**src/rtl/tiled_temporal_mxu.sv**
```systemverilog
// Integer matrix multiply C = A*B (+C), LANES row engines, A elements applied as pulse-count windows.
// Latency: exactly (DIM/LANES)*DIM*(2^BIT_WIDTH-1) cycles from the accepting edge to out_valid.
// Backpressure: one job at a time; in_ready only in IDLE, result held in DONE until out_ready.
module tiled_temporal_mxu #(
    parameter int DIM       = 4,
    parameter int BIT_WIDTH = 4,
    parameter int LANES     = 2,
    parameter int OUT_WIDTH = 2*BIT_WIDTH + $clog2(DIM)
) (
    input  logic                                          clk,
    input  logic                                          reset_n,
    input  logic                                          in_valid,
    output logic                                          in_ready,
    input  logic [DIM-1:0][DIM-1:0][BIT_WIDTH-1:0]        A,
    input  logic [DIM-1:0][DIM-1:0][BIT_WIDTH-1:0]        B,
    input  logic                                          signed_mode,
    input  logic                                          accumulate,
    input  logic                                          abort,
    output logic                                          out_valid,
    input  logic                                          out_ready,
    output logic [DIM-1:0][DIM-1:0][OUT_WIDTH-1:0]        C,
    output logic                                          busy
);

    // Window length, pass count and counter widths.
    localparam int W  = (1 << BIT_WIDTH) - 1;
    localparam int P  = DIM / LANES;
    localparam int IW = (DIM > 1) ? $clog2(DIM) : 1;
    localparam int PW = (P > 1) ? $clog2(P) : 1;

    localparam logic [BIT_WIDTH-1:0] T_LAST = BIT_WIDTH'(W - 1);
    localparam logic [IW-1:0]        C_LAST = IW'(DIM - 1);
    localparam logic [PW-1:0]        P_LAST = PW'(P - 1);

    // Reject configurations where lanes cannot tile the rows evenly.
    generate
        if ((LANES < 1) || (DIM % LANES != 0)) begin : g_bad_cfg
            $error("tiled_temporal_mxu: LANES must be >= 1 and divide DIM");
        end
    endgenerate

    typedef enum logic [1:0] {
        IDLE = 2'd0,
        COMP = 2'd1,
        DONE = 2'd2
    } state_t;

    state_t                                   state_q;
    logic [DIM-1:0][DIM-1:0][BIT_WIDTH-1:0]   a_q;
    logic [DIM-1:0][DIM-1:0][BIT_WIDTH-1:0]   b_q;
    logic                                     sgn_q;
    logic                                     accm_q;
    logic [BIT_WIDTH-1:0]                     t_q;
    logic [IW-1:0]                            col_q;
    logic [PW-1:0]                            pass_q;
    logic [LANES-1:0][OUT_WIDTH-1:0]          lane_acc_q;
    logic [DIM-1:0][DIM-1:0][OUT_WIDTH-1:0]   c_q;

    logic [LANES-1:0][IW-1:0]                 row_idx;
    logic [LANES-1:0][OUT_WIDTH-1:0]          lane_sum_d;

    // Contribution of one A element during step t: +B, -B or nothing.
    // Magnitude of the most negative value (e.g. -8 -> 4'b1000) still fits BIT_WIDTH bits.
    function automatic logic [OUT_WIDTH-1:0] step_term(
        input logic [BIT_WIDTH-1:0] a_el,
        input logic [BIT_WIDTH-1:0] b_el,
        input logic                 sgn,
        input logic [BIT_WIDTH-1:0] t
    );
        logic                 neg;
        logic [BIT_WIDTH-1:0] mag;
        logic [OUT_WIDTH-1:0] b_ext;
        neg   = sgn & a_el[BIT_WIDTH-1];
        mag   = neg ? (~a_el + 1'b1) : a_el;
        b_ext = sgn ? {{(OUT_WIDTH-BIT_WIDTH){b_el[BIT_WIDTH-1]}}, b_el}
                    : {{(OUT_WIDTH-BIT_WIDTH){1'b0}}, b_el};
        if (t < mag) begin
            step_term = neg ? (~b_ext + 1'b1) : b_ext;
        end else begin
            step_term = '0;
        end
    endfunction

    // Per-lane row selection and next accumulator value (seeded at window start).
    always_comb begin
        row_idx    = '0;
        lane_sum_d = '0;
        for (int l = 0; l < LANES; l++) begin
            row_idx[l] = IW'(int'(pass_q) * LANES + l);
            if (t_q == '0) begin
                lane_sum_d[l] = accm_q ? c_q[row_idx[l]][col_q] : '0;
            end else begin
                lane_sum_d[l] = lane_acc_q[l];
            end
            for (int k = 0; k < DIM; k++) begin
                lane_sum_d[l] = lane_sum_d[l]
                              + step_term(a_q[row_idx[l]][k], b_q[k][col_q], sgn_q, t_q);
            end
        end
    end

    // Control FSM, schedule counters, operand capture and result write-back.
    always_ff @(posedge clk or negedge reset_n) begin
        if (!reset_n) begin
            state_q    <= IDLE;
            a_q        <= '0;
            b_q        <= '0;
            sgn_q      <= 1'b0;
            accm_q     <= 1'b0;
            t_q        <= '0;
            col_q      <= '0;
            pass_q     <= '0;
            lane_acc_q <= '0;
            c_q        <= '0;
        end else begin
            case (state_q)
                IDLE: begin
                    if (in_valid) begin
                        a_q     <= A;
                        b_q     <= B;
                        sgn_q   <= signed_mode;
                        accm_q  <= accumulate;
                        t_q     <= '0;
                        col_q   <= '0;
                        pass_q  <= '0;
                        state_q <= COMP;
                    end
                end
                COMP: begin
                    if (abort) begin
                        // Abort wins over a simultaneous completion.
                        t_q     <= '0;
                        col_q   <= '0;
                        pass_q  <= '0;
                        state_q <= IDLE;
                    end else begin
                        lane_acc_q <= lane_sum_d;
                        if (t_q == T_LAST) begin
                            for (int l = 0; l < LANES; l++) begin
                                c_q[row_idx[l]][col_q] <= lane_sum_d[l];
                            end
                            t_q <= '0;
                            if (col_q == C_LAST) begin
                                col_q <= '0;
                                if (pass_q == P_LAST) begin
                                    pass_q  <= '0;
                                    state_q <= DONE;
                                end else begin
                                    pass_q <= pass_q + 1'b1;
                                end
                            end else begin
                                col_q <= col_q + 1'b1;
                            end
                        end else begin
                            t_q <= t_q + 1'b1;
                        end
                    end
                end
                DONE: begin
                    if (out_ready) begin
                        state_q <= IDLE;
                    end
                end
                default: begin
                    state_q <= IDLE;
                end
            endcase
        end
    end

    assign in_ready  = (state_q == IDLE);
    assign out_valid = (state_q == DONE);
    assign busy      = (state_q == COMP);
    assign C         = c_q;

endmodule
```
**config.mk**
```make
export PLATFORM = sky130hd
export DESIGN_NAME = tiled_temporal_mxu
export DESIGN_NICKNAME = d
export VERILOG_FILES = /design/src/rtl/tiled_temporal_mxu.sv
export SDC_FILE = /design/constraint.sdc
export NUM_CORES = 1
export LEC_CHECK = 0
export CAP_MARGIN = 20
export CORE_ASPECT_RATIO = 2
export CORE_UTILIZATION = 40
export CTS_CLUSTER_DIAMETER = 150
export DETAILED_ROUTE_END_ITERATION = 16
export PLACE_DENSITY_LB_ADDON = 0.08
export SLEW_MARGIN = 20
export SYNTH_ARGS = -nofsm -noshare
export SYNTH_HDL_FRONTEND = slang
export SYNTH_SLANG_ARGS = --single-unit
```
**constraint.sdc**
```tcl
create_clock -name clk -period 6.9 [get_ports clk]
set_input_delay 1.035 -clock clk [delete_from_list [all_inputs] [get_ports clk]]
set_output_delay 1.035 -clock clk [all_outputs]
set_load 0.02 [all_outputs]
```
==> impl_results.rst, run 1 <==
.. list-table::
   :header-rows: 1

   * - Metric
     - Value
   * - Number of antenna violations at the first check in global routing
     - 0
   * - Depth of the CTS H-tree
     - 2
   * - First-pass iteration count of the detailed router
     - 4
   * - Area taken by multi-input logic gates
     - 0.00926 mm^2
   * - DP Wirelength
     - about 45 mm
   * - Skew final
     - 23.3 ps
   * - Number of nets at the end of the flow
     - 2129
   * - Synth Net Count
     - roughly 1800
   * - Slew at the pin closest to its max-slew limit
     - a little over 1000 ps
   * - Number of buffers created by CTS
     - 34
   * - Crit path launch type
     - flip-flop
   * - Die boundary height
     - about 300 um
   * - Critical Path Sink Type
     - flip-flop
   * - Leakage
     - 10.0 nW
   * - Power Density
     - 466 mW/mm^2
   * - Clock tree buffer depth
     - 3
   * - Max capacitance violation total
     - 0
   * - Standard cell with the maximum stage delay on the critical path
     - sky130_fd_sc_hd__dfrtp_4
   * - Die area
     - 0.0455 mm^2
   * - Instance count of the mapped netlist
     - 1571
   * - Pin count of the biggest net entering global routing
     - 154
   * - Overflow after GRT
     - 0
   * - Initial core utilization
     - 0.405
   * - Critical path peak fanout
     - 15
   * - Sequential-to-total area share from yosys stat
     - 0.447
   * - Core area
     - 0.0441 mm^2
   * - Share of synthesized registers carrying an async set or reset
     - 1.00
   * - Number of fill cells in the layout
     - 3943
   * - Synthesized area per cell
     - 11.4 um^2
   * - Fraction of layout cells with a size suffix above 1
     - 0.191
   * - Number of warning messages in the yosys log
     - 0
   * - Iter 0 DRT Violations
     - 466
   * - Tcrit/Tclk final
     - 0.939
   * - Overall routing resource usage
     - 0.261
   * - Hold Violations, Final
     - 0
   * - Syn-to-layout area delta
     - 27.5%
   * - Sum of negative setup slack
     - 0 ps
   * - Max-slew violation count
     - 0
   * - Via count normalized by instance count
     - 5.35
   * - Buf/Inv on CP
     - 4
   * - Crit path time final
     - approximately 6500 ps
   * - Number of synthesized register bits
     - 319
   * - Vias in the first global route
     - about 14000
   * - Clock sink count
     - 319
   * - Clk pin slew, worst setup/hold paths
     - 60 ps
   * - Final setup vio count
     - 0
   * - Setup ws final
     - 418 ps
   * - PortBufs
     - 297
   * - Count of boundary I/O pins
     - 298
   * - Weighted congestion reported at the end of routability-driven placement
     - 0.925
   * - Sum of routed wire length over all layers
     - approximately 58 mm
   * - # rows
     - 109
   * - Worst skew pair latency
     - 530 ps
   * - Critical path, cell by cell
     - mux2i_1 > ha_1 > o21ai_0 > ha_1 > o21a_1 > o211ai_1 > nand2_1 > a21oi_1 > fa_1 > inv_1 > fa_1 > fa_1 > inv_1 > ha_1 > inv_1 > fa_1 > inv_1 > a21oi_1 > o21bai_1 > a21o_1 > a41o_1 > xor2_1 > xnor3_2 > mux2_2
   * - Family with the most delay on the worst path
     - adder cells
   * - Type of the worst min-delay path
     - reg2reg
   * - Most used DFF post-synth
     - sky130_fd_sc_hd__dfrtp_1
   * - Area used by sequential logic in the layout
     - 0.00799 mm^2
   * - Headroom to the max-slew limit
     - 0.328
   * - Post-route DRC violation count
     - 0
   * - Req. time, crit path
     - 7310 ps
   * - Die extent in x
     - between 150 and 200 um
   * - Number of enable-type register cells in the synthesized netlist
     - 0
   * - RSZ-0062 raised after global routing
     - false
   * - Post-place setup slack
     - roughly 160 ps
   * - Count of different cell masters after synthesis
     - 54
   * - Netlist area before placement
     - 0.0179 mm^2
   * - Via count
     - 13100
   * - Data arrival at the endpoint of the critical path
     - between 6000 and 7000 ps
   * - Wire per inst
     - between 20 and 25 um
   * - Fmax achieved
     - 0.154 GHz
   * - Detail Route Antenna Nets
     - 0
   * - Delay of the slowest cell on the worst path
     - 650 ps
   * - Maximum vdd drop
     - about 490 uV
   * - Worst Setup Path Type
     - reg2reg
   * - First-pass GRT wire length
     - 86.6 mm
   * - TritonCTS clock tree
     - built
   * - Clk root buf
     - sky130_fd_sc_hd__clkbuf_16
   * - Result of the run
     - finished, final reports clean
## per-stage QoR
| stage | hold WS (ps) | cell area (um^2) | total power, mW | std cells | util |
|---|---|---|---|---|---|
| final | 479 | 22800 | 10.6 | 2454 | 0.517 |
| after global routing | 506 | 22800 | 11.4 | 2453 | 0.517 |
| after CTS | 480 | 22700 | 10.7 | 2452 | 0.516 |
| after detailed placement | 464 | 21600 | 8.75 | 2393 | 0.490 |
| after global placement | 459 | 21600 | 8.68 | 2393 | 0.490 |
| after floorplan | 446 | 17900 | 6.26 | 1571 | - |
## what timing repair did
action                     CTS  global route
hold buffers                 0             0
resized for setup            0             3
setup buffers                0             1
setup endpoints to repair    0            37
## Yosys cell counts, types with 3 or more instances
| master | n | share of area |
|---|---|---|
| sky130_fd_sc_hd__o21ai_2 | 10 | 0.0049 |
| sky130_fd_sc_hd__o21a_1 | 6 | 0.0025 |
| sky130_fd_sc_hd__dfrtp_1 | 319 | 0.45 |
| sky130_fd_sc_hd__ha_1 | 67 | 0.047 |
| sky130_fd_sc_hd__o21ai_0 | 161 | 0.045 |
| sky130_fd_sc_hd__a21o_1 | 15 | 0.0063 |
| sky130_fd_sc_hd__xor2_1 | 18 | 0.0088 |
| sky130_fd_sc_hd__a21oi_1 | 57 | 0.016 |
| sky130_fd_sc_hd__buf_6 | 4 | 0.0025 |
| sky130_fd_sc_hd__buf_1 | 7 | 0.0015 |
| sky130_fd_sc_hd__mux2_2 | 182 | 0.11 |
| sky130_fd_sc_hd__or3_1 | 6 | 0.0021 |
| sky130_fd_sc_hd__mux4_1 | 4 | 0.0059 |
| sky130_fd_sc_hd__a211oi_1 | 3 | 0.0013 |
| sky130_fd_sc_hd__and3_1 | 4 | 0.0014 |
| sky130_fd_sc_hd__inv_1 | 77 | 0.016 |
| sky130_fd_sc_hd__xnor2_1 | 24 | 0.012 |
| sky130_fd_sc_hd__mux4_2 | 49 | 0.062 |
| sky130_fd_sc_hd__nor2b_1 | 4 | 0.0014 |
| sky130_fd_sc_hd__o21bai_1 | 9 | 0.0038 |
| sky130_fd_sc_hd__nand2b_1 | 10 | 0.0035 |
| sky130_fd_sc_hd__o211ai_1 | 5 | 0.0021 |
| sky130_fd_sc_hd__clkbuf_1 | 58 | 0.012 |
| sky130_fd_sc_hd__nand3_1 | 25 | 0.0070 |
| sky130_fd_sc_hd__fa_1 | 52 | 0.058 |
| sky130_fd_sc_hd__nand2_1 | 244 | 0.051 |
| sky130_fd_sc_hd__mux2i_1 | 51 | 0.029 |
| sky130_fd_sc_hd__nor2_1 | 57 | 0.012 |
| sky130_fd_sc_hd__buf_2 | 3 | 0.00084 |
| sky130_fd_sc_hd__and2_1 | 6 | 0.0021 |
## power by group
group,internal [mW],switching (mW),total (mW)
sequential,2.11,0.134,2.25
combinational,2.18,4.28,6.46
clock,1.12,0.774,1.90
## kinds of logic (layout without fill, tap and decap cells)
kind of cell	Yosys count	in the layout	synth area share
DFF	319	319	0.447
adders and majority gates	119	119	0.105
AOI/OAI and AO/OA	279	279	0.0885
and+or+nand+nor	366	366	0.0854
xor gates and xnor gates	45	45	0.0245
buffers and inverters	153	480	0.0354
muxes	290	290	0.214
other	0	1	0
## worst paths after layout
path	cells past startpoint	from	slack (ps)	end
setup / recovery	24	pass_q	420	C[9]
hold / removal	2	lane_acc_q[0]	480	lane_acc_q[0]
setup reg to reg	24	pass_q	420	C[9]
hold reg to reg	2	lane_acc_q[0]	480	lane_acc_q[0]
max in group asynchronous	2	reset_n	4890	b_q[26]
min in group asynchronous	1	reset_n	540	a_q[13]
## worst reg2reg max path: cells and delay by family, from the launching register on
family	cells	cell delay (ps)
XOR/XNOR	2	560
adder cells (fa/ha/maj)	7	2470
buffers and inverters	4	300
multiplexers	2	680
AO/OA/AOI/OAI	8	1440
flip-flops	1	650
AND/OR/NAND/NOR	1	260
## metal layers
metal | track usage | up-vias | wire [um]
met5 | 0 | - | 0
met1 | 0.276 | 6641 | 20300
met4 | 0.134 | 0 | 3220
li1 | - | 6060 | -
met3 | 0.0367 | 108 | 2570
met2 | 0.490 | 329 | 32100
## cells in the final DEF, fill, tap and decap left out, types with 5 or more instances in the layout
cell,n
sky130_fd_sc_hd__nor2_1,57
sky130_fd_sc_hd__clkdlybuf4s50_1,296
sky130_fd_sc_hd__nand2_1,243
sky130_fd_sc_hd__mux2i_1,50
sky130_fd_sc_hd__clkbuf_8,11
sky130_fd_sc_hd__ha_1,67
sky130_fd_sc_hd__nand2b_1,9
sky130_fd_sc_hd__o211ai_1,5
sky130_fd_sc_hd__inv_1,77
sky130_fd_sc_hd__fa_1,52
sky130_fd_sc_hd__xnor2_1,24
sky130_fd_sc_hd__o21ai_2,10
sky130_fd_sc_hd__mux2_2,182
sky130_fd_sc_hd__and2_1,5
sky130_fd_sc_hd__a21oi_1,57
sky130_fd_sc_hd__o21bai_1,9
sky130_fd_sc_hd__o21a_1,6
sky130_fd_sc_hd__dfrtp_1,317
sky130_fd_sc_hd__buf_4,42
sky130_fd_sc_hd__o21ai_0,161
sky130_fd_sc_hd__mux4_2,49
sky130_fd_sc_hd__or3_1,6
sky130_fd_sc_hd__clkbuf_1,5
sky130_fd_sc_hd__clkbuf_16,35
sky130_fd_sc_hd__nand3_1,25
sky130_fd_sc_hd__xor2_1,17
sky130_fd_sc_hd__a21o_1,15
## sequential cells by signal (all words and copies together), names as in the netlist, 2 cells and up
register    flops
t_q             4
C             160
col_q           2
lane_acc_q     20
a_q            64
state_q         2
b_q            64
## final cells by class
cell class              count  area share
repair buffers            343       0.149
clock inverters             8     0.00423
well taps                 555      0.0305
inverters                  78      0.0129
flip-flops and latches    319       0.351
multi-input cells        1099       0.407
diodes                      1    0.000110
clock buffers              51      0.0459
Note: power is estimated with default switching activity, not from simulation.
==> run 2, diff against run 1 <==
Settings changed: CORE_ASPECT_RATIO 2 to 0.5.
==> impl_results.rst, run 2 (synthesized netlist as in run 1, its figures left out) <==
.. list-table::
   :header-rows: 1

   * - Metric
     - Value
   * - Worst flop-to-flop path endpoint
     - C[59]
   * - Power Density
     - 490 mW/mm^2
   * - Die area
     - 0.0455 mm^2
   * - Number of nets at the end of the flow
     - 2137
   * - Worst Setup Path Type
     - reg2reg
   * - Tcrit/Tclk final
     - 0.932
   * - Sum of negative setup slack
     - 0 ps
   * - Number of buffers created by CTS
     - 31
   * - Max-slew violation count
     - 0
   * - PortBufs
     - 297
   * - Total power consumption of the routed design
     - between 10 and 15 mW
   * - Amount of wire on met3 after detailed routing
     - 2.62 mm
   * - Sum of routed wire length over all layers
     - between 50 and 60 mm
   * - Max capacitance violation total
     - 0
   * - Crit path launch type
     - flip-flop
   * - Count of boundary I/O pins
     - 298
   * - First-pass iteration count of the detailed router
     - 5
   * - TritonCTS clock tree
     - built
   * - Critical path peak fanout
     - 13
   * - Leading cell type in the layout, fill and taps excluded
     - sky130_fd_sc_hd__dfrtp_1
   * - Slew at the pin closest to its max-slew limit
     - 1070 ps
   * - Wire per inst
     - 22.0 um
   * - Metal-1 WL
     - 26.0 mm
   * - # rows
     - 54
   * - Skew final
     - 38.6 ps
   * - CP Launch Point
     - pass_q
   * - Overall routing resource usage
     - 0.241
   * - Routed length on met2
     - 25.4 mm
   * - Crit path time final
     - 6430 ps
   * - Data arrival at the endpoint of the critical path
     - 6920 ps
   * - Headroom to the max-slew limit
     - 0.281
   * - Initial core utilization
     - 0.408
   * - Type of the worst min-delay path
     - in2async
   * - Commonest cells after routing, fill and taps aside
     - sky130_fd_sc_hd__dfrtp_1, sky130_fd_sc_hd__clkdlybuf4s50_1, sky130_fd_sc_hd__nand2_1
   * - Req. time, crit path
     - between 7000 and 8000 ps
   * - First-pass GRT wire length
     - 82.3 mm
   * - Die boundary height
     - roughly 150 um
   * - Number of antenna violations at the first check in global routing
     - 1
   * - RSZ-0062 raised after global routing
     - false
   * - Leakage
     - 10.1 nW
   * - Result of the run
     - finished, final reports clean
   * - Post-place setup slack
     - 362 ps
   * - Top routing layer in use
     - met4
   * - Fmax achieved
     - between 0.15 and 0.2 GHz
   * - Syn-to-layout area delta
     - 28.1%
   * - Hold buffer count at CTS
     - 0
   * - Clk root buf
     - sky130_fd_sc_hd__clkbuf_16
   * - Overflow after GRT
     - 0
   * - Pin count of the biggest net entering global routing
     - between 150 and 200
   * - Post-route DRC violation count
     - 0
   * - Critical Path Sink Type
     - flip-flop
   * - Worst skew pair latency
     - between 600 and 700 ps
   * - Largest register FFs
     - 160
   * - DP Wirelength
     - 41.4 mm
   * - Maximum vdd drop
     - 930 uV
   * - Die extent in x
     - 301 um
   * - Worst setup path endpoint
     - C[59]
   * - Via count
     - around 13000
   * - FF-to-FF setup slack
     - 470 ps
   * - Clock tree buffer depth
     - 3
   * - Via count normalized by instance count
     - 5.25
   * - Detail Route Antenna Nets
     - 0
   * - Area after detailed placement
     - between 0.02 and 0.025 mm^2
   * - Final design area excluding fillers
     - 0.0229 mm^2
   * - Depth of the CTS H-tree
     - 1
   * - Vias in the first global route
     - approximately 14000
   * - Clk pin slew, worst setup/hold paths
     - around 70 ps
   * - Final core area utilization
     - 0.523
   * - Fraction of layout cells with a size suffix above 1
     - 0.195
   * - Clock sink count
     - 319
   * - Setup ws final
     - 467 ps
   * - Final setup vio count
     - 0
   * - Core area
     - 0.0438 mm^2
   * - Weighted congestion reported at the end of routability-driven placement
     - 0.889
   * - Start of the worst register-to-register path
     - pass_q
   * - Ant. Diodes
     - 0
   * - Hold Violations, Final
     - 0
   * - Number of cell instances on the worst register-to-register path
     - 26
   * - Iter 0 DRT Violations
     - 658
-- run 2: final cells by class --
type,instances,area [um^2]
inverters,78,293
clock inverters,14,200
well taps,588,736
fillers,3878,20900
repair buffers,354,3500
multi-input cells,1099,9250
flip-flops and latches,319,7990
clock buffers,43,911
-- run 2: layer usage --
| layer | vias to the layer above | track usage |
|---|---|---|
| met3 | 61 | 0.0415 |
| met2 | 288 | 0.384 |
| met5 | - | 0 |
| met1 | 6662 | 0.345 |
| met4 | 0 | 0.0470 |
| li1 | 6081 | - |
-- run 2: worst max-delay path, cell delays in order (launching register included) --
cell	delay, ps
sky130_fd_sc_hd__dfrtp_4	520
sky130_fd_sc_hd__buf_12	170
sky130_fd_sc_hd__mux2_1	360
sky130_fd_sc_hd__inv_1	80
sky130_fd_sc_hd__ha_1	210
sky130_fd_sc_hd__o21ai_0	190
sky130_fd_sc_hd__ha_1	190
sky130_fd_sc_hd__nor2_1	50
sky130_fd_sc_hd__a21oi_1	180
sky130_fd_sc_hd__o21ai_1	70
sky130_fd_sc_hd__nand2b_1	320
sky130_fd_sc_hd__a21oi_1	110
sky130_fd_sc_hd__fa_1	510
sky130_fd_sc_hd__inv_1	60
sky130_fd_sc_hd__fa_1	530
sky130_fd_sc_hd__inv_1	50
sky130_fd_sc_hd__fa_1	490
sky130_fd_sc_hd__ha_1	240
sky130_fd_sc_hd__fa_1	410
sky130_fd_sc_hd__a21oi_1	150
sky130_fd_sc_hd__o21bai_1	110
sky130_fd_sc_hd__a21oi_1	220
sky130_fd_sc_hd__o21ai_0	120
sky130_fd_sc_hd__a21oi_1	180
sky130_fd_sc_hd__xnor3_1	250
sky130_fd_sc_hd__xnor3_2	480
sky130_fd_sc_hd__o21ai_2	80
-- run 2: timing repair --
item	4_1_cts	5_1_grt
endpoints found under the hold margin	0	0
setup endpoints to repair	0	9
resized for setup	0	0
setup buffers	0	5
-- run 2: where the power goes --
part,internal [mW],total (mW),switching (mW),leakage (nW)
sequential,2.11,2.24,0.128,4.12
combinational,2.36,7.12,4.76,5.42
clock,1.08,1.85,0.771,0.547
-- run 2: worst min-delay path by stage --
stage                    from        endpoint  slack (ps)  cells past startpoint
2_1_floorplan  lane_acc_q[10]  lane_acc_q[10]         450                      2
3_3_place_gp   lane_acc_q[10]  lane_acc_q[10]         460                      2
3_5_place_dp   lane_acc_q[11]  lane_acc_q[11]         470                      2
4_1_cts               reset_n         b_q[27]         440                      1
5_1_grt               reset_n         b_q[13]         470                      1
6_report              reset_n         b_q[13]         430                      1
-- run 2: metrics by stage --
step	hold WS, ps	cells
2_1_floorplan	446	1571
3_3_place_gp	457	2431
3_5_place_dp	467	2431
4_1_cts	444	2488
5_1_grt	465	2495
6_report	426	2495
==> run 3, diff against run 2 <==
Settings changed: CORE_MARGIN set to 2.
==> impl_results.rst, run 3 (synthesized netlist as in run 1, its figures left out) <==
.. list-table::
   :header-rows: 1

   * - Metric
     - Value
   * - Start point of the worst hold path
     - lane_acc_q[2]
   * - Clk root buf
     - sky130_fd_sc_hd__clkbuf_16
   * - GR met1 Demand/Resource
     - 0.369
   * - Overflow after GRT
     - 0
   * - Relative contribution of sequential cells to total power
     - 0.201
   * - Internal power
     - 5.53 mW
   * - Switching part of the total power
     - 0.504
   * - Wire per inst
     - 22.6 um
   * - Commonest cells after routing, fill and taps aside
     - sky130_fd_sc_hd__dfrtp_1, sky130_fd_sc_hd__clkdlybuf4s50_1, sky130_fd_sc_hd__nand2_1
   * - Comb power frac
     - 0.635
   * - Tcrit/Tclk final
     - 0.939
   * - Fraction of layout cells with a size suffix above 1
     - 0.193
   * - Clock sink count
     - approximately 320
   * - Detail Route Antenna Nets
     - 0
   * - DP Wirelength
     - roughly 42 mm
   * - First-pass GRT wire length
     - 86.8 mm
   * - Area after detailed placement
     - 0.0217 mm^2
   * - Die extent in x
     - 303 um
   * - Clk pin slew, worst setup/hold paths
     - 70 ps
   * - Vias in the first global route
     - 13900
   * - Post-route DRC violation count
     - 0
   * - Slew at the pin closest to its max-slew limit
     - 1050 ps
   * - Worst Setup Path Type
     - reg2reg
   * - Leading cell type in the layout, fill and taps excluded
     - sky130_fd_sc_hd__dfrtp_1
   * - Iter 0 DRT Violations
     - between 800 and 900
   * - GR Layer Usage met2
     - 0.381
   * - Fmax achieved
     - 0.154 GHz
   * - Number of cell instances on the worst register-to-register path
     - 24
   * - Crit path time final
     - about 6500 ps
   * - # rows
     - 54
   * - Hold Violations, Final
     - 0
   * - Ant. Diodes
     - 0
   * - Req. time, crit path
     - 7370 ps
   * - Skew final
     - 20.0 ps
   * - Pin count of the biggest net entering global routing
     - 131
   * - Final setup vio count
     - 0
   * - Result of the run
     - finished, final reports clean
   * - Count of boundary I/O pins
     - roughly 300
   * - Max-slew violation count
     - 0
   * - Total power consumption of the routed design
     - 11.1 mW
   * - Critical Path Sink Type
     - flip-flop
   * - Initial core utilization
     - 0.408
   * - TritonCTS clock tree
     - built
   * - Headroom to the max-slew limit
     - 0.293
   * - Switching power summed over all nets
     - 5.61 mW
   * - Syn-to-layout area delta
     - 27.7%
   * - Worst flop-to-flop path endpoint
     - C[139]
   * - Crit path launch type
     - flip-flop
   * - Via count
     - between 10000 and 15000
   * - Leakage
     - a little over 10 nW
   * - Worst skew pair latency
     - ~610 ps
   * - Largest register FFs
     - 160
   * - Via count normalized by instance count
     - between 5 and 6
   * - Number of buffers created by CTS
     - 31
   * - Number of fill cells in the layout
     - 3899
   * - Die boundary height
     - 153 um
   * - Critical path peak fanout
     - 15
   * - Clock tree buffer depth
     - 3
   * - Core area
     - 0.0438 mm^2
   * - Sum of routed wire length over all layers
     - about 56 mm
   * - FF-to-FF setup slack
     - 420 ps
   * - Worst hold endpoint
     - lane_acc_q[2]
   * - Data arrival at the endpoint of the critical path
     - approximately 7000 ps
   * - Number of nets at the end of the flow
     - 2137
   * - Die area
     - about 0.046 mm^2
   * - Sum of negative setup slack
     - 0 ps
   * - Area taken by multi-input logic gates
     - 0.00926 mm^2
   * - Gr busiest metal
     - met2
   * - Area used by sequential logic in the layout
     - 0.00799 mm^2
   * - PortBufs
     - 297
   * - Type of the worst min-delay path
     - reg2reg
   * - Instance count along the most critical hold path
     - 2
   * - Final std cells w/o fill
     - about 2500
   * - Final core area utilization
     - 0.521
   * - Max capacitance violation total
     - 0
   * - # placed instances
     - roughly 2400
   * - RSZ-0062 raised after global routing
     - false
   * - Met3 layer usage reported by global route
     - 0.0448
   * - Maximum vdd drop
     - just over 700 uV
   * - Start of the worst register-to-register path
     - pass_q
   * - First-pass iteration count of the detailed router
     - 4
   * - Weighted congestion reported at the end of routability-driven placement
     - 0.994
   * - Overall routing resource usage
     - 0.246
   * - Final design area excluding fillers
     - around 0.023 mm^2
   * - Clock Power Share
     - 0.164
   * - Number of antenna violations at the first check in global routing
     - 0
   * - Power Density
     - 489 mW/mm^2
   * - Depth of the CTS H-tree
     - 1
-- run 3: cell count changes in the layout (fill, tap and decap cells not counted), sizes merged --
cell / change
clkbuf: +2
clkinv: -2
clkinvlp: -1
-- run 3: metal layers --
layer,vias to the layer above,part of all wire
met3,46,0.061
met2,373,0.45
li1,6086,-
met5,-,0
met4,0,0.012
met1,6755,0.48
-- run 3: repair_timing --
item / in CTS / in global routing
hold buffers: 0 / 0
buffers inserted: 0 / 8
gates resized for setup: 0 / 0
setup endpoints to repair: 0 / 24
-- run 3: layout make-up --
cell class / count / area share
Clock buffer: 45 / 0.0394
Clock inverter: 11 / 0.00774
Inverter: 78 / 0.0128
Multi-Input combinational cell: 1099 / 0.406
Sequential cell: 319 / 0.351
Tap cell: 588 / 0.0323
Timing Repair Buffer: 354 / 0.151
-- run 3: stage by stage --
step / setup WS (ps) / hold WS (ps)
final: 421 / 481
after global placement: 572 / 457
after detailed placement: 383 / 462
after floorplan: 42.1 / 446
after global routing: 55.0 / 507
after CTS: 347 / 479
-- run 3: power groups by stage --
stage / Clock [mW] / Sequential, mW / Combinational, mW
3_5_place_dp: 0 / 2.28 / 6.96
3_3_place_gp: 0 / 2.27 / 6.73
6_report: 1.83 / 2.24 / 7.08
5_1_grt: 1.97 / 2.27 / 7.67
4_1_cts: 1.88 / 2.24 / 7.00
2_1_floorplan: 0 / 2.23 / 4.03
-- run 3: how the worst max path moves through the flow --
stage,start,slack [ps],endpoint
finish,pass_q,420,C[139]
CTS,pass_q,350,C[118]
global route,pass_q,60,C[119]
floorplan,pass_q,40,C[49]
detailed placement,pass_q,380,C[119]
global placement,pass_q,570,C[159]
-- run 3: worst max-delay path, stage by stage (launching register included) --
cell and delay [ps]:
sky130_fd_sc_hd__dfrtp_4 550, sky130_fd_sc_hd__buf_4 180, sky130_fd_sc_hd__mux2i_1 220, sky130_fd_sc_hd__nand2b_1 400, sky130_fd_sc_hd__nand2_1 90, sky130_fd_sc_hd__o21ai_0 100, sky130_fd_sc_hd__ha_1 260, sky130_fd_sc_hd__o21a_1 100
sky130_fd_sc_hd__o211ai_1 190, sky130_fd_sc_hd__nand2_1 210, sky130_fd_sc_hd__nor2_1 230, sky130_fd_sc_hd__fa_1 470, sky130_fd_sc_hd__fa_1 550, sky130_fd_sc_hd__inv_1 60, sky130_fd_sc_hd__fa_1 530, sky130_fd_sc_hd__inv_1 70
sky130_fd_sc_hd__fa_1 460, sky130_fd_sc_hd__a21oi_1 170, sky130_fd_sc_hd__o21bai_1 110, sky130_fd_sc_hd__a21oi_1 250, sky130_fd_sc_hd__o21ai_0 130, sky130_fd_sc_hd__a21oi_1 210, sky130_fd_sc_hd__xnor3_1 250, sky130_fd_sc_hd__xnor3_2 460
sky130_fd_sc_hd__o21ai_2 90
